[src/rtl/seq_det_pkg.sv]
// rtl/seq_det_pkg.sv - shared constants for the parametrised sequence detector
package seq_det_pkg;

    localparam int DEF_MAX_LEN = 8;
    localparam int DEF_LEN_W   = 4;
    localparam int DEF_CNT_W   = 8;

    localparam logic MODE_MEALY = 1'b0;
    localparam logic MODE_MOORE = 1'b1;

    localparam logic OVL_OFF = 1'b0;
    localparam logic OVL_ON  = 1'b1;

endpackage

[src/rtl/sat_counter.sv]
// rtl/sat_counter.sv - saturating event counter with clear-then-count priority
module sat_counter #(
    parameter int W = 8
) (
    input  logic         clk,
    input  logic         rst,
    input  logic         clr,
    input  logic         inc,
    output logic [W-1:0] count
);

    logic [W-1:0] r_count;

    // clear restarts from zero but still counts a coincident event; never wraps
    always_ff @(posedge clk) begin
        if (rst) begin
            r_count <= '0;
        end else if (clr) begin
            r_count <= inc ? W'(1) : '0;
        end else if (inc && (r_count != {W{1'b1}})) begin
            r_count <= r_count + W'(1);
        end
    end

    assign count = r_count;

endmodule

[src/rtl/seq_detector_param.sv]
// rtl/seq_detector_param.sv - run-time configurable serial bit-pattern detector
module seq_detector_param
    import seq_det_pkg::*;
#(
    parameter int MAX_LEN = DEF_MAX_LEN,
    parameter int LEN_W   = DEF_LEN_W,
    parameter int CNT_W   = DEF_CNT_W
) (
    input  logic               clk,
    input  logic               rst,
    input  logic               x_valid,
    input  logic               x,
    input  logic               cfg_load,
    input  logic [MAX_LEN-1:0] cfg_pattern,
    input  logic [LEN_W-1:0]   cfg_len,
    input  logic               cfg_overlap,
    input  logic               cfg_moore,
    input  logic               cnt_clear,
    output logic               y,
    output logic [CNT_W-1:0]   match_count
);

    logic [MAX_LEN-1:0] r_hist;
    logic [LEN_W-1:0]   r_fill;
    logic [MAX_LEN-1:0] r_pattern;
    logic [LEN_W-1:0]   r_len;
    logic               r_overlap;
    logic               r_moore;
    logic               r_y;

    // candidate window is history plus the bit arriving this cycle
    logic [MAX_LEN:0]   w_cand;
    logic [MAX_LEN:0]   w_pat;
    logic [MAX_LEN:0]   w_mask;
    logic               w_len_ok;
    logic               w_fill_ok;
    logic               w_hit;

    assign w_cand = {r_hist, x};
    assign w_pat  = {1'b0, r_pattern};

    // compare mask keeps only the low r_len bits of the window
    always_comb begin
        w_mask = '0;
        for (int i = 0; i <= MAX_LEN; i++) begin
            w_mask[i] = (LEN_W'(i) < r_len);
        end
    end

    assign w_len_ok  = (r_len != '0) && (r_len <= LEN_W'(MAX_LEN));
    assign w_fill_ok = ({1'b0, r_fill} + {{LEN_W{1'b0}}, 1'b1}) >= {1'b0, r_len};
    assign w_hit     = x_valid && !cfg_load && w_len_ok && w_fill_ok
                       && (((w_cand ^ w_pat) & w_mask) == '0);

    // configuration latch; a load also invalidates any partial history
    always_ff @(posedge clk) begin
        if (rst) begin
            r_pattern <= '0;
            r_len     <= '0;
            r_overlap <= OVL_ON;
            r_moore   <= MODE_MEALY;
        end else if (cfg_load) begin
            r_pattern <= cfg_pattern;
            r_len     <= cfg_len;
            r_overlap <= cfg_overlap;
            r_moore   <= cfg_moore;
        end
    end

    // history shift and fill tracking; non-overlap mode restarts after a hit
    always_ff @(posedge clk) begin
        if (rst) begin
            r_hist <= '0;
            r_fill <= '0;
        end else if (cfg_load) begin
            r_fill <= '0;
        end else if (x_valid) begin
            r_hist <= {r_hist[MAX_LEN-2:0], x};
            if (w_hit && (r_overlap == OVL_OFF)) begin
                r_fill <= '0;
            end else if (r_fill != LEN_W'(MAX_LEN)) begin
                r_fill <= r_fill + LEN_W'(1);
            end
        end
    end

    // registered pulse for Moore timing, lives exactly one cycle
    always_ff @(posedge clk) begin
        if (rst || cfg_load) begin
            r_y <= 1'b0;
        end else begin
            r_y <= w_hit;
        end
    end

    assign y = rst ? 1'b0 : ((r_moore == MODE_MOORE) ? r_y : w_hit);

    sat_counter #(
        .W (CNT_W)
    ) u_cnt (
        .clk   (clk),
        .rst   (rst),
        .clr   (cnt_clear),
        .inc   (w_hit),
        .count (match_count)
    );

endmodule

[config.mk]
export PLATFORM = sky130hd
export DESIGN_NAME = seq_detector_param
export DESIGN_NICKNAME = d
export VERILOG_FILES = /design/src/rtl/seq_det_pkg.sv /design/src/rtl/sat_counter.sv /design/src/rtl/seq_detector_param.sv
export SDC_FILE = /design/constraint.sdc
export NUM_CORES = 1
export LEC_CHECK = 0
export ABC_AREA = 1
export BUFFER_PORTS_ARGS = -buffer_cell sky130_fd_sc_hd__clkbuf_2
export CELL_PAD_IN_SITES_DETAIL_PLACEMENT = 1
export CELL_PAD_IN_SITES_GLOBAL_PLACEMENT = 2
export CORE_MARGIN = 3
export CORE_UTILIZATION = 34
export CTS_BUF_LIST = sky130_fd_sc_hd__clkbuf_4 sky130_fd_sc_hd__clkbuf_8
export DETAILED_ROUTE_END_ITERATION = 6
export PLACE_DENSITY = 0.91
export SLEW_MARGIN = 20
export SYNTH_ARGS = -nofsm -noshare
export SYNTH_HDL_FRONTEND = slang
export SYNTH_SLANG_ARGS = --single-unit
[constraint.sdc]
create_clock -name clk -period 3.7 [get_ports clk]
set_input_delay 0.185 -clock clk [delete_from_list [all_inputs] [get_ports clk]]
set_output_delay 0.185 -clock clk [all_outputs]
set_load 0.02 [all_outputs]
# Word-level counts from Yosys, hierarchy flattened
# Cells that the tools add are included.
[op_classes]
n_addsub = 3
magnitude_cmp = 11
eq_ne = 2
muxes = 7
bitwise_logic = 4
n_reduce_logical = 16
[ops]
columns = ["op", "n"]
rows = [
  ["3-bit by 4-bit < comparator with 1-bit output, first input constant", 4],
  ["8-bit two-way mux", 2],
  ["9-bit AND", 1],
  ["9-bit logical NOT", 1],
  ["9-bit by 8-bit bitwise XOR with 9-bit output", 1],
  ["8-bit by 1-bit adder with 8-bit output, second input constant", 1],
  ["1-bit by 4-bit < comparator with 1-bit output, first input constant", 2],
  ["2-bit by 4-bit < comparator with 1-bit output, first input constant", 2],
  ["4-bit two-way mux", 2],
  ["8-bit != test, second input constant", 1],
  ["1-bit logical AND", 7],
  ["4-bit by 1-bit adder with 5-bit output, second input constant", 1],
  ["5-bit by 4-bit >= comparator with 1-bit output", 1],
  ["4-bit by 1-bit adder with 4-bit output, second input constant", 1],
  ["4-bit <= comparator, second input constant", 1],
  ["4-bit < comparator, first input constant", 1],
  ["4-bit != test, second input constant", 1],
  ["2-bit AND reduction", 2],
  ["2-bit nonzero test", 2],
  ["4-bit nonzero test", 1],
  ["1-bit two-way mux", 3],
  ["1-bit inverter", 2],
  ["2-bit OR reduction", 1],
  ["1-bit logical NOT", 1],
  ["1-bit logical OR", 1],
]
[totals]
ff_bits = 35
input_bits = 20
output_inout_bits = 9

# Logic depth before layout (Yosys ltp)
# Gate-level depths: netlist (run 1).
[depth]
word_depth = 8
depth_mapped = 14
mapped_depth_nobuf = 14

# By module
# A second synthesis (run 1) with hierarchy kept.
[unflattened]
hier_cells = 285
hier_area_um2 = 1909.3
[by_module_without_submodules]
columns = ["module", "n_inst", "cells_each", "area_each_um2", "seq_area_each_um2"]
rows = [
  ["seq_detector_param", 1, 210, 1417.6, 520.5],
  ["sat_counter", 1, 75, 491.7, 160.2],
]

# Worst setup path before layout (run 1)
# Ideal clock, no wire load.
[synth_path]
path_kind = "flip-flop to output port"
start = "register r_fill[0]"
end = "output port y"
arrival_time_ns = 1.918
required_time_ns = 3.515
setup_slack_ns = 1.597
stages_incl_launch_ff = 12
path_cell_list = "dfxtp_1 > inv_1 > ha_1 > ha_1 > nand2_1 > nor2_1 > nand2_1 > nand4_1 > nand3_4 > nor2_1 > a21oi_1 > nor2_1"
[synth_between]
elab_chain_len = 6
[synth_rtl]
columns = ["item", "line", "text"]
rows = [
  ["start: declaration", "seq_detector_param.sv:24", "logic [LEN_W-1:0] r_fill;"],
  ["start signal: assignment", "seq_detector_param.sv:82", "r_fill <= r_fill + LEN_W'(1);"],
  ["4-bit by 1-bit adder with 5-bit output", "seq_detector_param.sv:51", "assign w_fill_ok = ({1'b0, r_fill} + {{LEN_W{1'b0}}, 1'b1}) >= {1'b0, r_len};"],
  ["5-bit by 4-bit >= comparator with 1-bit output", "seq_detector_param.sv:51", ""],
  ["1-bit logical AND", "seq_detector_param.sv:52", "assign w_hit = x_valid && !cfg_load && w_len_ok && w_fill_ok"],
  ["1-bit logical AND", "seq_detector_param.sv:53", "&& (((w_cand ^ w_pat) & w_mask) == '0);"],
  ["1-bit two-way mux (2 in series)", "seq_detector_param.sv:96", "assign y = rst ? 1'b0 : ((r_moore == MODE_MOORE) ? r_y : w_hit);"],
  ["end: declaration", "seq_detector_param.sv:19", "output logic y,"],
]
# Every way passes these cells.

# Worst setup path in the final report (run 1)
# Same ends and word-level chain as after synthesis.

==> results of run 1 <==
==> worst max-delay path: cells and delay by family, from the launching register on <==
kind	cells	cell delay, ns
and+or+nand+nor	7	0.78
adders and majority gates	2	0.55
DFF	1	0.35
buffers and inverters	1	0.17
xor gates and xnor gates	1	0.16
AOI/OAI and AO/OA	1	0.05
==> cell families (layout without fill, tap and decap cells) <==
logic type	count (synthesis)	in the layout	synth area share (%)
adders and majority gates	7	7	4.69
and+or+nand+nor	123	123	31.8
AOI/OAI and AO/OA	54	54	14.5
DFF	34	34	36.5
xor gates and xnor gates	5	5	2.35
buffers and inverters	50	79	10.3
==> registers in the layout, summed over array words and instances (netlist names) <==
name         cells
r_hist           7
r_pattern        8
r_y              1
r_len            4
r_moore          1
u_cnt.count      8
r_fill           4
r_overlap        1
==> cells in the final DEF, fill, tap and decap left out <==
cell	synthesis	routed
nand3_4	1	1
dfxtp_1	34	34
nand4_2	1	1
nand3_1	14	14
nand2_2	5	5
nor2_4	2	2
nor3_4	1	1
nand2_1	61	61
a21oi_1	30	30
nor2_8	1	1
xor2_1	5	5
nor3b_1	1	1
clkinv_2	0	1
clkinv_1	1	1
o21ai_1	1	1
o21ai_0	23	23
nor2_2	2	2
ha_1	7	7
nand3b_1	3	3
clkbuf_4	0	1
clkbuf_2	0	28
clkbuf_8	0	6
inv_2	2	2
inv_1	40	40
nor2_1	25	25
nand4_1	6	6
==> power by group <==
part           total (W)  switching, W  leakage [nW]  internal (W)
combinational   0.000123     0.0000787         0.696     0.0000448
clock           0.000294      0.000137        0.0517      0.000157
sequential      0.000398     0.0000145         0.279      0.000384
total           0.000816      0.000230          1.03      0.000586
==> layer usage <==
metal	global-route usage (%)	up-vias	wire length, um
met1	18.0	823	2030
met3	2.80	7	117
met4	6.42	0	69
li1	-	924	-
met5	0	-	0
met2	27.2	20	2170
==> per-stage QoR <==
stage	cells	setup WS [ns]
2_1_floorplan	273	1.60
3_3_place_gp	364	1.52
3_5_place_dp	364	1.45
4_1_cts	372	1.13
5_1_grt	372	0.901
6_report	372	1.17
==> worst min path at each step <==
stage,end,depth (start not counted),slack [ns],start
2_1_floorplan,r_overlap,1,0.30,cfg_load
5_1_grt,r_moore,3,0.12,cfg_moore
3_3_place_gp,r_overlap,3,0.40,cfg_overlap
3_5_place_dp,r_overlap,3,0.42,cfg_overlap
4_1_cts,r_overlap,3,0.11,cfg_overlap
6_report,r_overlap,3,0.11,cfg_overlap
==> layout make-up <==
class                   instances  area [um2]
clock buffers                   7        90.1
repair buffers                 28         140
fillers                       718        3050
inverters                      43         161
flip-flops and latches         34         681
well taps                      70        87.6
clock inverters                 1        5.00
multi-input cells             189         995
==> results.json, run 1 <==
{
  "outcome": "complete, no violations",
  "synth_most_common_cell": "nand2_1",
  "skew_ns": 0.00310,
  "setup_violations": 0,
  "powerDensity_mw_per_mm2": 378,
  "ys_top_cells_by_count": "nand2_1, inv_1, dfxtp_1",
  "crit_slowest_cell": "dfxtp_1",
  "clk_pin_slew_ns": 0.07,
  "grt_usage_pct": 15.3,
  "area_delta_synth_final_pct": 15.7,
  "io_buffers": 28,
  "hold_viol": 0,
  "hold_class": "in2reg",
  "crit_path_start_kind": "flip-flop",
  "post_cts.repair.setup_buffers": 0,
  "final_core_utilization_pct": 41.5,
  "r2r_start": "r_fill[0]",
  "critPathKind": "reg2out",
  "clock_tree.root_cell": "clkbuf_8",
  "max_freq_mhz": 395,
  "crit_end": "y",
  "synth_top_area_share_pct": 36.5,
  "wirelength_um": 4380,
  "yosysUniqueCellTypes": 25,
  "synth_area_mm2": 0.00187,
  "slowest_delay_ns": 0.35,
  "gp_congestion": 0.780,
  "grt_pass1_wl_um": 7770,
  "cap_violations": 0,
  "syn-mean-instance-area_um2": 6.84,
  "die_h_um": 80.1,
  "slew_violations": 0,
  "min_period_over_period_pct": 68.5,
  "htree_levels": 2,
  "clock_sinks": 34,
  "ys_seq_area_share_pct": 36.5,
  "layout-drive-gt1-share_pct": 16.9,
  "finalSetupTns_ns": 0,
  "first_iter_violations": 54,
  "whs_ns": 0.113,
  "cp_max_fo": 6,
  "final_antenna_net_count": 0,
  "num_rows": 26,
  "die_x_um": 80.1,
  "initial_utilization_pct": 35.9,
  "cts_tree": "done",
  "p_leak_nw": 1.03,
  "overflow": 0,
  "total_power_w": 0.000816,
  "ioPinCount": 29,
  "synthArstFlopShare_pct": 0,
  "clock_path_buffers": 2,
  "routedWlPerCell_um": 11.8,
  "ys_warn_count": 0,
  "cp.arrival_ns": 2.35,
  "path_cells": "ha_1 > xor2_1 > ha_1 > nand2_1 > nor2_1 > nand2_1 > nand4_1 > nand3_4 > nor2_1 > a21oi_1 > nor2_1 > clkbuf_2",
  "yosys-top-cells-area": "dfxtp_1, nand2_1, a21oi_1",
  "dp_hpwl_um": 3340,
  "synth-main-ff-cell": "dfxtp_1",
  "die-area_mm2": 0.00642,
  "worstSkewPairLatency_ns": 0.29,
  "synth_top_area_cell": "dfxtp_1",
  "place_area_mm2": 0.00206,
  "drt_pass1_iterations": 4,
  "cpMostUsedCell": "nor2_1",
  "period_needed_ns": 2.53,
  "syn_inst": 273,
  "rrSetupSlack_ns": 1.50,
  "cp.required_ns": 3.51,
  "grt_max_degree": 24,
  "core-area_mm2": 0.00520,
  "startpoint": "r_fill[0]",
  "rsz0062_at_grt": "no",
  "numCtsBuffers": 5,
  "vias": 1774,
  "grt_pass1_vias": 1805,
  "r2r-end": "u_cnt.count[4]",
  "ir_drop_v": 0.000178,
  "vias_per_cell": 4.77,
  "synth_edf_count": 0,
  "relSlewSlack_pct": 54.8,
  "postCtsResizedCells": 0,
  "hold_buffers": 0,
  "final_area_mm2": 0.00216,
  "drc": 0,
  "reg2regPathDepth": 12,
  "diodes": 0,
  "tightest_slew_ns": 0.677,
  "ys_seq_elements": 34,
  "antenna_found_initial": 0,
  "fin_nets": 328,
  "endpoint_kind": "primary output",
  "syn_nets": 300
}
Note: power is estimated with default switching activity, not from simulation.
==> run 2: changes to the inputs <==
- CORE_UTILIZATION: 34 -> 32
- PLACE_DENSITY: 0.91 -> 0.87
- clock period: 3.7 -> 2.35 ns (I/O delays scaled with it)
==> results.json, run 2 (synthesis gave the netlist of run 1 again) <==
{
  "outcome": "complete, no violations",
  "die_h_um": 82.4,
  "powerDensity_mw_per_mm2": 597,
  "final_area_mm2": 0.00232,
  "fin_nets": 333,
  "worstHoldEndpoint": "r_overlap",
  "rsz0062_at_grt": "yes",
  "cts_tree": "done",
  "htree_levels": 2,
  "reg2regPathDepth": 13,
  "endpoint_kind": "primary output",
  "numCtsBuffers": 5,
  "cp.arrival_ns": 2.15,
  "r2r_start": "r_fill[1]",
  "core-area_mm2": 0.00557,
  "ir_drop_v": 0.000215,
  "clock_sinks": 34,
  "final_common_cell": "nand2_1",
  "final_antenna_net_count": 0,
  "area_delta_synth_final_pct": 24.5,
  "grt_pass1_wl_um": 7880,
  "r2r-end": "r_fill[2]",
  "grt_usage_pct": 15.1,
  "drc": 0,
  "drt_pass1_iterations": 4,
  "period_needed_ns": 2.27,
  "antenna_found_initial": 0,
  "clk_pin_slew_ns": 0.07,
  "p_leak_nw": 1.06,
  "dp_hpwl_um": 3420,
  "crit_path_start_kind": "flip-flop",
  "cp.required_ns": 2.23,
  "setup_violations": 0,
  "grt_max_degree": 24,
  "gp_congestion": 0.793,
  "wirelength_um": 4740,
  "vias_per_cell": 4.73,
  "grt_pass1_vias": 1760,
  "overflow": 0,
  "max_freq_mhz": 440,
  "relSlewSlack_pct": 53.1,
  "initial_utilization_pct": 33.5,
  "worstSkewPairLatency_ns": 0.29,
  "place_area_mm2": 0.00207,
  "hold_viol": 0,
  "final_cell_mix": "nand2_1, inv_1, dfxtp_1",
  "rrSetupSlack_ns": 0.14,
  "io_buffers": 28,
  "vias": 1792,
  "clock_tree.root_cell": "clkbuf_8",
  "critPathKind": "reg2out",
  "hold_class": "in2reg",
  "first_iter_violations": 84,
  "hold_buffers": 0,
  "slew_violations": 0,
  "min_period_over_period_pct": 96.6,
  "layout-drive-gt1-share_pct": 23.1,
  "hp-start": "cfg_overlap",
  "tightest_slew_ns": 0.703,
  "cap_violations": 0,
  "ioPinCount": 29,
  "num-fill-cells": 728,
  "routedWlPerCell_um": 12.5,
  "diodes": 0,
  "hold_depth": 3,
  "num_rows": 27,
  "die-area_mm2": 0.00679,
  "clock_path_buffers": 2,
  "skew_ns": 0.00702,
  "die_x_um": 82.4,
  "final_core_utilization_pct": 41.7,
  "cp_max_fo": 4
}
## run 2: cell count changes in the layout (fill, tap and decap cells not counted), sizes merged
| cell | change |
|---|---|
| clkbuf | -3 |
| buf | +6 |
| clkinv | +1 |
| bufinv | +1 |
## run 2: stage by stage
| step | power [W] | cells | worst slack (ns) | hold WS (ns) | setup TNS [ns] |
|---|---|---|---|---|---|
| CTS | 0.00139 | 377 | -0.00173 | 0.0440 | -0.00173 |
| detailed placement | 0.000840 | 367 | 0.0841 | 0.348 | 0 |
| global placement | 0.000834 | 367 | 0.229 | 0.339 | 0 |
| finish | 0.00139 | 379 | 0.0791 | 0.0468 | 0 |
| global route | 0.00147 | 379 | -0.0641 | 0.0556 | -0.0804 |
| floorplan | 0.000781 | 273 | 0.314 | 0.229 | 0 |
## run 2: critical path, stage by stage, from the launching register on
cell,delay [ns]
dfxtp_4,0.38
nand3_2,0.11
xor2_2,0.18
ha_1,0.33
nand2_2,0.05
nor2_1,0.11
nand2_1,0.06
nand4_1,0.17
nand3_4,0.11
nor2_4,0.10
a21oi_2,0.03
nor2_1,0.08
buf_4,0.14
## run 2: metal layers
layer | track usage (%) | share of wire (%) | up-vias
met2 | 24.7 | 48 | 20
met5 | 0 | 0 | -
met4 | 4.49 | 1.5 | 0
met3 | 3.58 | 3.2 | 8
met1 | 19.5 | 47 | 829
li1 | - | - | 935
## run 2: how the worst max path moves through the flow
stage | start | endpoint | depth (start not counted)
2_1_floorplan | r_fill[0] | y | 11
3_3_place_gp | r_fill[0] | y | 12
3_5_place_dp | r_fill[0] | u_cnt.count[5] | 12
4_1_cts | r_fill[0] | y | 12
5_1_grt | r_fill[0] | y | 12
6_report | r_fill[1] | y | 12
## run 2: layout make-up
type | count | area, um2 | share of cell area (%)
clock buffer | 5 | 68.8 | 2.96
clock inverter | 3 | 40.0 | 1.72
inverter | 43 | 161 | 6.95
multi-input combinational | 189 | 1090 | 46.9
sequential | 34 | 693 | 29.8
tap | 72 | 90.1 | 3.88
timing repair buffer | 33 | 180 | 7.75
## run 2: timing repair
action / 4_1_cts / 5_1_grt
endpoints found under the setup margin: 1 / 5
hold endpoints to repair: 0 / 0
pin swaps: 3 / 4
resized for setup: 11 / 12
setup buffers: 2 / 2
## run 2: where the power goes
group          internal, W  total, W  switching (W)
Sequential        0.000603  0.000627      0.0000246
Combinational    0.0000879  0.000221       0.000133
Clock             0.000312  0.000540       0.000227
